## config.mk

```make
export PLATFORM = sky130hd
export DESIGN_NAME = ddr3_burst_seq
export DESIGN_NICKNAME = d
export VERILOG_FILES = /design/src/rtl/ddr3_burst_seq.sv
export SDC_FILE = /design/constraint.sdc
export NUM_CORES = 1
export LEC_CHECK = 0
export CAP_MARGIN = 40
export CORE_MARGIN = 10
export CORE_UTILIZATION = 35
export CTS_BUF_LIST = sky130_fd_sc_hd__clkbuf_4
export DETAILED_ROUTE_END_ITERATION = 10
export DONT_BUFFER_PORTS = 1
export PLACE_DENSITY_LB_ADDON = 0.2
export SLEW_MARGIN = 0
export SYNTH_ARGS = -nofsm -noshare
export SYNTH_HDL_FRONTEND = slang
export SYNTH_SLANG_ARGS = --single-unit
```

## constraint.sdc

```tcl
create_clock -name clk -period 3.7 [get_ports clk]
set_clock_uncertainty 0.1 [all_clocks]
set_input_delay 0.185 -clock clk [delete_from_list [all_inputs] [get_ports clk]]
set_output_delay 0.185 -clock clk [all_outputs]
set_load 0.01 [all_outputs]
```

## src/rtl/ddr3_burst_seq.sv

```systemverilog
// DDR3 burst sequencer: turns one READ/WRITE burst command into per-beat JEDEC column addresses on a dual-port RAM.
// Latency: read addresses t+1..t+N, read data t+2..t+N+1; each write beat reaches the RAM one cycle after it is accepted.
// Backpressure: cmd_ready only in IDLE; wr_ready only in WRITE, where wr_valid=0 stalls the burst; reads never stall.
module ddr3_burst_seq #(
  parameter int DATA_WIDTH = 8,
  parameter int ADDR_WIDTH = 36
) (
  input  logic                  clk,
  input  logic                  rst_n,
  input  logic                  cmd_valid,
  output logic                  cmd_ready,
  input  logic                  cmd_write,
  input  logic [2:0]            cmd_bank,
  input  logic [15:0]           cmd_row,
  input  logic [15:0]           cmd_col,
  input  logic                  cmd_bc4,
  input  logic                  cmd_interleave,
  input  logic [DATA_WIDTH-1:0] wr_data,
  input  logic                  wr_valid,
  output logic                  wr_ready,
  output logic [DATA_WIDTH-1:0] rd_data,
  output logic                  rd_valid,
  output logic                  rd_last,
  output logic                  ram_we,
  output logic [ADDR_WIDTH-1:0] ram_write_addr,
  output logic [DATA_WIDTH-1:0] ram_di,
  output logic [ADDR_WIDTH-1:0] ram_read_addr,
  input  logic [DATA_WIDTH-1:0] ram_do
);

  localparam logic [1:0] ST_IDLE  = 2'd0;
  localparam logic [1:0] ST_WRITE = 2'd1;
  localparam logic [1:0] ST_READ  = 2'd2;
  localparam logic [1:0] ST_DRAIN = 2'd3;

  logic [1:0]  state;
  logic [2:0]  beat;
  logic [2:0]  bank_q;
  logic [15:0] row_q;
  logic [15:0] col_q;
  logic        bc4_q;
  logic        interleave_q;
  logic        last_beat;

  // Column for beat i: bits [15:3] are held, bits [2:0] wrap inside the burst and never carry upward.
  function automatic logic [ADDR_WIDTH-1:0] beat_addr(
    input logic [2:0]  b,
    input logic [15:0] r,
    input logic [15:0] c,
    input logic        bc4,
    input logic        il,
    input logic [2:0]  i
  );
    logic [2:0] s;
    logic [2:0] cl;
    s = c[2:0];
    if (il) begin
      cl = s ^ i;
    end else begin
      cl[1:0] = s[1:0] + i[1:0];
      cl[2]   = s[2] ^ i[2];
    end
    // A chopped burst stays in the start half of the 8-column block.
    if (bc4) cl[2] = s[2];
    return ADDR_WIDTH'({1'b0, b, r, c[15:3], cl});
  endfunction

  // Handshake readiness is a pure decode of the current state.
  assign cmd_ready = (state == ST_IDLE);
  assign wr_ready  = (state == ST_WRITE);
  assign rd_data   = ram_do;
  assign last_beat = (beat == (bc4_q ? 3'd3 : 3'd7));

  // Burst FSM plus the registered RAM-side address/data/strobe outputs.
  always_ff @(posedge clk) begin
    if (!rst_n) begin
      state          <= ST_IDLE;
      beat           <= '0;
      bank_q         <= '0;
      row_q          <= '0;
      col_q          <= '0;
      bc4_q          <= 1'b0;
      interleave_q   <= 1'b0;
      ram_we         <= 1'b0;
      ram_write_addr <= '0;
      ram_di         <= '0;
      ram_read_addr  <= '0;
      rd_valid       <= 1'b0;
      rd_last        <= 1'b0;
    end else begin
      ram_we   <= 1'b0;
      rd_valid <= 1'b0;
      rd_last  <= 1'b0;
      case (state)
        ST_IDLE: begin
          if (cmd_valid) begin
            bank_q       <= cmd_bank;
            row_q        <= cmd_row;
            col_q        <= cmd_col;
            bc4_q        <= cmd_bc4;
            interleave_q <= cmd_interleave;
            beat         <= '0;
            if (cmd_write) begin
              state <= ST_WRITE;
            end else begin
              // First read address goes out the cycle right after acceptance.
              state         <= ST_READ;
              ram_read_addr <= beat_addr(cmd_bank, cmd_row, cmd_col, cmd_bc4, cmd_interleave, 3'd0);
            end
          end
        end
        ST_WRITE: begin
          if (wr_valid) begin
            ram_we         <= 1'b1;
            ram_write_addr <= beat_addr(bank_q, row_q, col_q, bc4_q, interleave_q, beat);
            ram_di         <= wr_data;
            if (last_beat) state <= ST_IDLE;
            else           beat  <= beat + 3'd1;
          end
        end
        ST_READ: begin
          // RAM data for the address shown this cycle arrives next cycle.
          rd_valid <= 1'b1;
          rd_last  <= last_beat;
          if (last_beat) begin
            state <= ST_DRAIN;
          end else begin
            beat          <= beat + 3'd1;
            ram_read_addr <= beat_addr(bank_q, row_q, col_q, bc4_q, interleave_q, beat + 3'd1);
          end
        end
        default: begin
          // DRAIN: last read beat is on rd_data this cycle.
          state <= ST_IDLE;
        end
      endcase
    end
  end

endmodule

```

# After elaboration in Yosys (flattened, before gate mapping)
# Index checks and enable logic that the tools add are counted.
# W data, S select, Z words.
[classes]
addsub = 3
mul = 0
div = 0
magnitude_cmp = 0
n_eq_ne = 9
n_shift = 0
mux = 21
bitwise_logic = 4
n_reduce_logical = 10
[ops]
columns = ["operator", "count"]
rows = [
  ["$mux W36", 3],
  ["$pmux W36 S2", 1],
  ["$mux W3", 6],
  ["$mux W2", 5],
  ["$ne A2 B2 Y1 const B", 5],
  ["$pmux W3 S3", 1],
  ["$reduce_and A2 Y1", 4],
  ["$reduce_and A4 Y1", 2],
  ["$pmux W2 S3", 1],
  ["$xor A3 B3 Y3", 2],
  ["$add A2 B2 Y2", 2],
  ["$mux W1", 4],
  ["$add A3 B1 Y3 const B", 1],
  ["$eq A3 B3 Y1", 1],
  ["$reduce_and A3 Y1", 1],
  ["$reduce_bool A3 Y1", 1],
  ["$eq A2 B1 Y1 const B", 1],
  ["$eq A2 B2 Y1 const B", 1],
  ["$logic_not A2 Y1", 1],
  ["$ne A2 B1 Y1 const B", 1],
  ["$reduce_bool A2 Y1", 1],
  ["$xor A1 B1 Y1", 2],
]
[totals]
register_bits = 124
latchBits = 0
mem_bits_rw = 0
mem_bits_ro = 0
elab_cells = 60
mem_count = 0

# Longest topological paths before layout
[logic_depth]
word_depth = 6
ltp_mapped = 8
mapped_depth_nobuf = 6

# Worst setup path before layout
# No wires, ideal clock.
[synth_path]
kind = "reg-to-reg"
from = "reg state[0]"
to = "reg ram_read_addr[2]"
setup_time_ps = 115
t_arrival_ps = 1526
t_required_ps = 3485
slack_ps = 1958
stages_incl_launch_ff = 8
path_buffers = 1
path_cell_list = "dfxtp_1 -> inv_1 -> ha_1 -> nand2b_1 -> a32oi_2 -> buf_4 -> nor2_1 -> a31o_1"
[synth_between]
elab_chain_len = 3
[synth_rtl]
columns = ["item", "line", "rtl"]
rows = [
  ["start, declared", "36", "logic [1:0] state;"],
  ["start signal, assigned", "77", "state <= ST_IDLE;"],
  ["start signal, assigned", "104", "state <= ST_WRITE;"],
  ["start signal, assigned", "107", "state <= ST_READ;"],
  ["$logic_not A2 Y1 *", "--", ""],
  ["via cmd_ready", "11", "output logic cmd_ready,"],
  ["$ne A2 B2 Y1 (no line) or $reduce_bool A2 Y1 (tied branches)", "--", ""],
  ["$reduce_and A4 Y1 (no line)", "--", ""],
  ["end signal, assigned", "108", "ram_read_addr <= beat_addr(cmd_bank, cmd_row, cmd_col, cmd_bc4, cmd_interleave, 3'd0);"],
  ["end signal, assigned", "129", "ram_read_addr <= beat_addr(bank_q, row_q, col_q, bc4_q, interleave_q, beat + 3'd1);"],
  ["end, declared", "27", "output logic [ADDR_WIDTH-1:0] ram_read_addr,"],
]
# Mark *: on every way through the listed nets, which the timed path passes. The rest lies on a longest branch.
# A chain may end at the register's enable or synchronous reset.

# Worst setup path after layout
[layout_path]
from = "reg state[1]"
to = "reg ram_di[5]"
[layout_between]
elab_chain_len = 2
[layout_rtl]
columns = ["item", "line", "rtl"]
rows = [
  ["$eq A2 B1 Y1", "--", ""],
  ["via wr_ready", "20", "output logic wr_ready,"],
  ["$reduce_and A2 Y1 (no line)", "--", ""],
  ["end signal, assigned", "116", "ram_di <= wr_data;"],
  ["end, declared", "26", "output logic [DATA_WIDTH-1:0] ram_di,"],
]
# The timed path passes the listed nets, and every way through them passes these cells.

==> results_dict.tcl <==
set metrics [dict create \
    syn_avg_cell_area_um2 8.65 \
    insertion_delay_ns 0.51 \
    antennaDiodeCount 0 \
    die_h_um 140 \
    finalHoldViolCount 0 \
    routedWlPerCell_um 17.6 \
    setup_violations 0 \
    pre_cts_slack_ns 1.50 \
    dp.cells 718 \
    multiInputGateArea_um2 2280 \
    maxCapViolations 0 \
    clk_pin_slew_ns 0.11 \
    period_minus_slack_ns 2.46 \
    hp-class "input port to flop" \
    placed_cell_area_um2 5090 \
    status "finished, final reports clean" \
    synth-async-reset-ratio_pct 0 \
    slew_headroom_pct 40.4 \
    rsz0062_at_grt "no" \
    synth_top_area_share_pct 49.0 \
    synth-edff-count 0 \
    mostFrequentLayoutCells "nand2_1, dfxtp_1, a21oi_1, dlygate4sd3_1, nor2_1" \
    antenna_found_initial 1 \
    layout_commonest_cell "nand2_1" \
    cts_tree "done" \
    core_area_um2 14000 \
    grt_usage_pct 14.3 \
    dp_hpwl_um 9430 \
    cp.required_ns 4.06 \
    finalCritPeriodShare_pct 66.6 \
    startpoint_type "flop" \
    design_power_total_mw 4.15 \
    postSynthRegisterBits 123 \
    slew_viol_final 0 \
    synth_warnings 0 \
    clockRootBuffer "clkbuf_4" \
    drive_gt1_share_pct 10.5 \
    synth_area_um2 5020 \
    io_buffers 0 \
    viasPerCell 5.02 \
    dr.pass1.iters 4 \
    ant_nets 0 \
    die_w_um 140 \
    fin_cells 800 \
    cts.sinks 123 \
    vias 4015 \
    synthXorXnorAreaFrac_pct 1.37 \
    synth_cells 581 \
    grt_max_degree 76 \
    peakVddDrop_mv 0.259 \
    start_util_pct 35.9 \
    drt-total-wl_um 14100 \
    synth_area_leaders "dfxtp_1, nand2_1, a21oi_1" \
    worst-path-max-fanout 25 \
    synthMuxAreaShare_pct 6.77 \
    cts_max_path_buffers 2 \
    cts_inserted_buffers 17 \
    seq_area_um2 2460 \
    yosysTopAreaCell "dfxtp_1" \
    ys.flop_type "dfxtp_1" \
    yosysSeqAreaShare_pct 49.0 \
    die_area_um2 19500 \
    nFillCells 1382 \
    design_area_um2 5850 \
    nets 674 \
    rows 43 \
    boundaryPins 151 \
    grt-ovfl-total 0 \
    drt-initial-drc-count 120 \
    yosys.area_share.simple_pct 17.0 \
    whs_ns 0.0495 \
    fin_setup_tns_ns 0 \
    htree_levels 4 \
    arrival_ns 2.83 \
    p_leak_nw 2.04 \
    grt_first_pass_wirelength_um 22600 \
    tightest_slew_ns 0.894 \
    place.gp.congestion 0.754 \
    synth_top_family_by_area "compound AO/OA/AOI/OAI gates" \
    worst_slack_ns 1.24 \
    yosys.cell_types.count 37 \
    grt_pass1_vias 4099 \
    yosys.area_share.adder_pct 1.74 \
    fmax_ghz 0.406 \
    cp-end-kind "flop" \
    critPathKind "flop to flop" \
    power.density_nw_per_um2 709 \
    drcViolationCount 0 \
    final_util_pct 41.8 \
    synth_compound_area_share_pct 18.1 \
    syn_to_final_growth_pct 16.4 \
]
area by class of cell:
type	instances	area share, %
well taps	180	3.85
multi-input cells	400	39.1
inverters	7	0.492
repair buffers	60	10.4
flip-flops and latches	123	42.1
clock inverters	12	1.84
clock buffers	18	2.31
report_power, final:
group	internal (mW)	total (mW)	leakage, nW	switching (mW)
clock network	0.385	0.861	0.137	0.476
registers	1.58	1.86	1.00	0.281
logic	0.555	1.43	0.899	0.873
synthesized netlist by cell type (all sizes together) (2+ instances only):
library cell / count
a211oi: 35
a21oi: 83
and2: 3
buf: 32
clkbuf: 20
dfxtp: 123
ha: 7
inv: 7
mux2i: 34
nand2: 164
nor2: 39
nor2b: 3
o21ai: 4
o22ai: 3
or3: 2
xnor2: 6
layer usage:
| layer | vias up | part of all wire (%) | global-route usage (%) |
|---|---|---|---|
| met5 | - | 0.050 | 0 |
| met2 | 139 | 47 | 22.4 |
| met4 | 2 | 0.67 | 5.22 |
| met1 | 1871 | 42 | 16.1 |
| met3 | 13 | 11 | 7.62 |
| li1 | 1990 | - | - |
state kept, by name, summed over array words and instances (netlist names), 2 cells and up:
name / count
ram_read_addr: 35
ram_write_addr: 35
col_q: 16
row_q: 16
ram_di: 8
bank_q: 3
beat: 3
state: 2
final timing paths:
| check | cells after the start | endpoint | startpoint | slack [ns] |
|---|---|---|---|---|
| setup reg to reg | 7 | ram_di[5]$_SDFFE_PN0P_ | state[1]$_SDFFE_PN0P_ | 1.24 |
| setup / recovery | 7 | ram_di[5]$_SDFFE_PN0P_ | state[1]$_SDFFE_PN0P_ | 1.24 |
| hold reg to reg | 2 | ram_write_addr[22]$_SDFFE_PN0P_ | row_q[6]$_SDFFE_PN0P_ | 0.37 |
| hold / removal | 2 | col_q[1]$_SDFFE_PN0P_ | rst_n | 0.05 |
cells by family (layout without fill, tap and decap cells):
| family | after synthesis | count (layout) |
|---|---|---|
| simple gates | 217 | 217 |
| compound gates | 133 | 133 |
| flops | 123 | 123 |
| buf+inv | 59 | 97 |
| mux | 34 | 34 |
| fa+ha+maj | 7 | 7 |
| xor+xnor | 7 | 7 |
| other cells | 1 | 2 |
critical path, stage by stage (launching register included):
cell and delay (ns):
dfxtp_1 0.35, inv_1 0.11, ha_1 0.34, and2_2 0.52, buf_12 0.24, nand2_1 0.07
a21oi_1 0.11, dlygate4sd3_1 0.56
timing repair:
item | 4_1_cts | 5_1_grt
buffers inserted | 0 | 0
hold buffers | 52 | 0
gates resized for setup | 0 | 0
endpoints found under the hold margin | 97 | 0
Note: power is estimated with default switching activity, not from simulation.
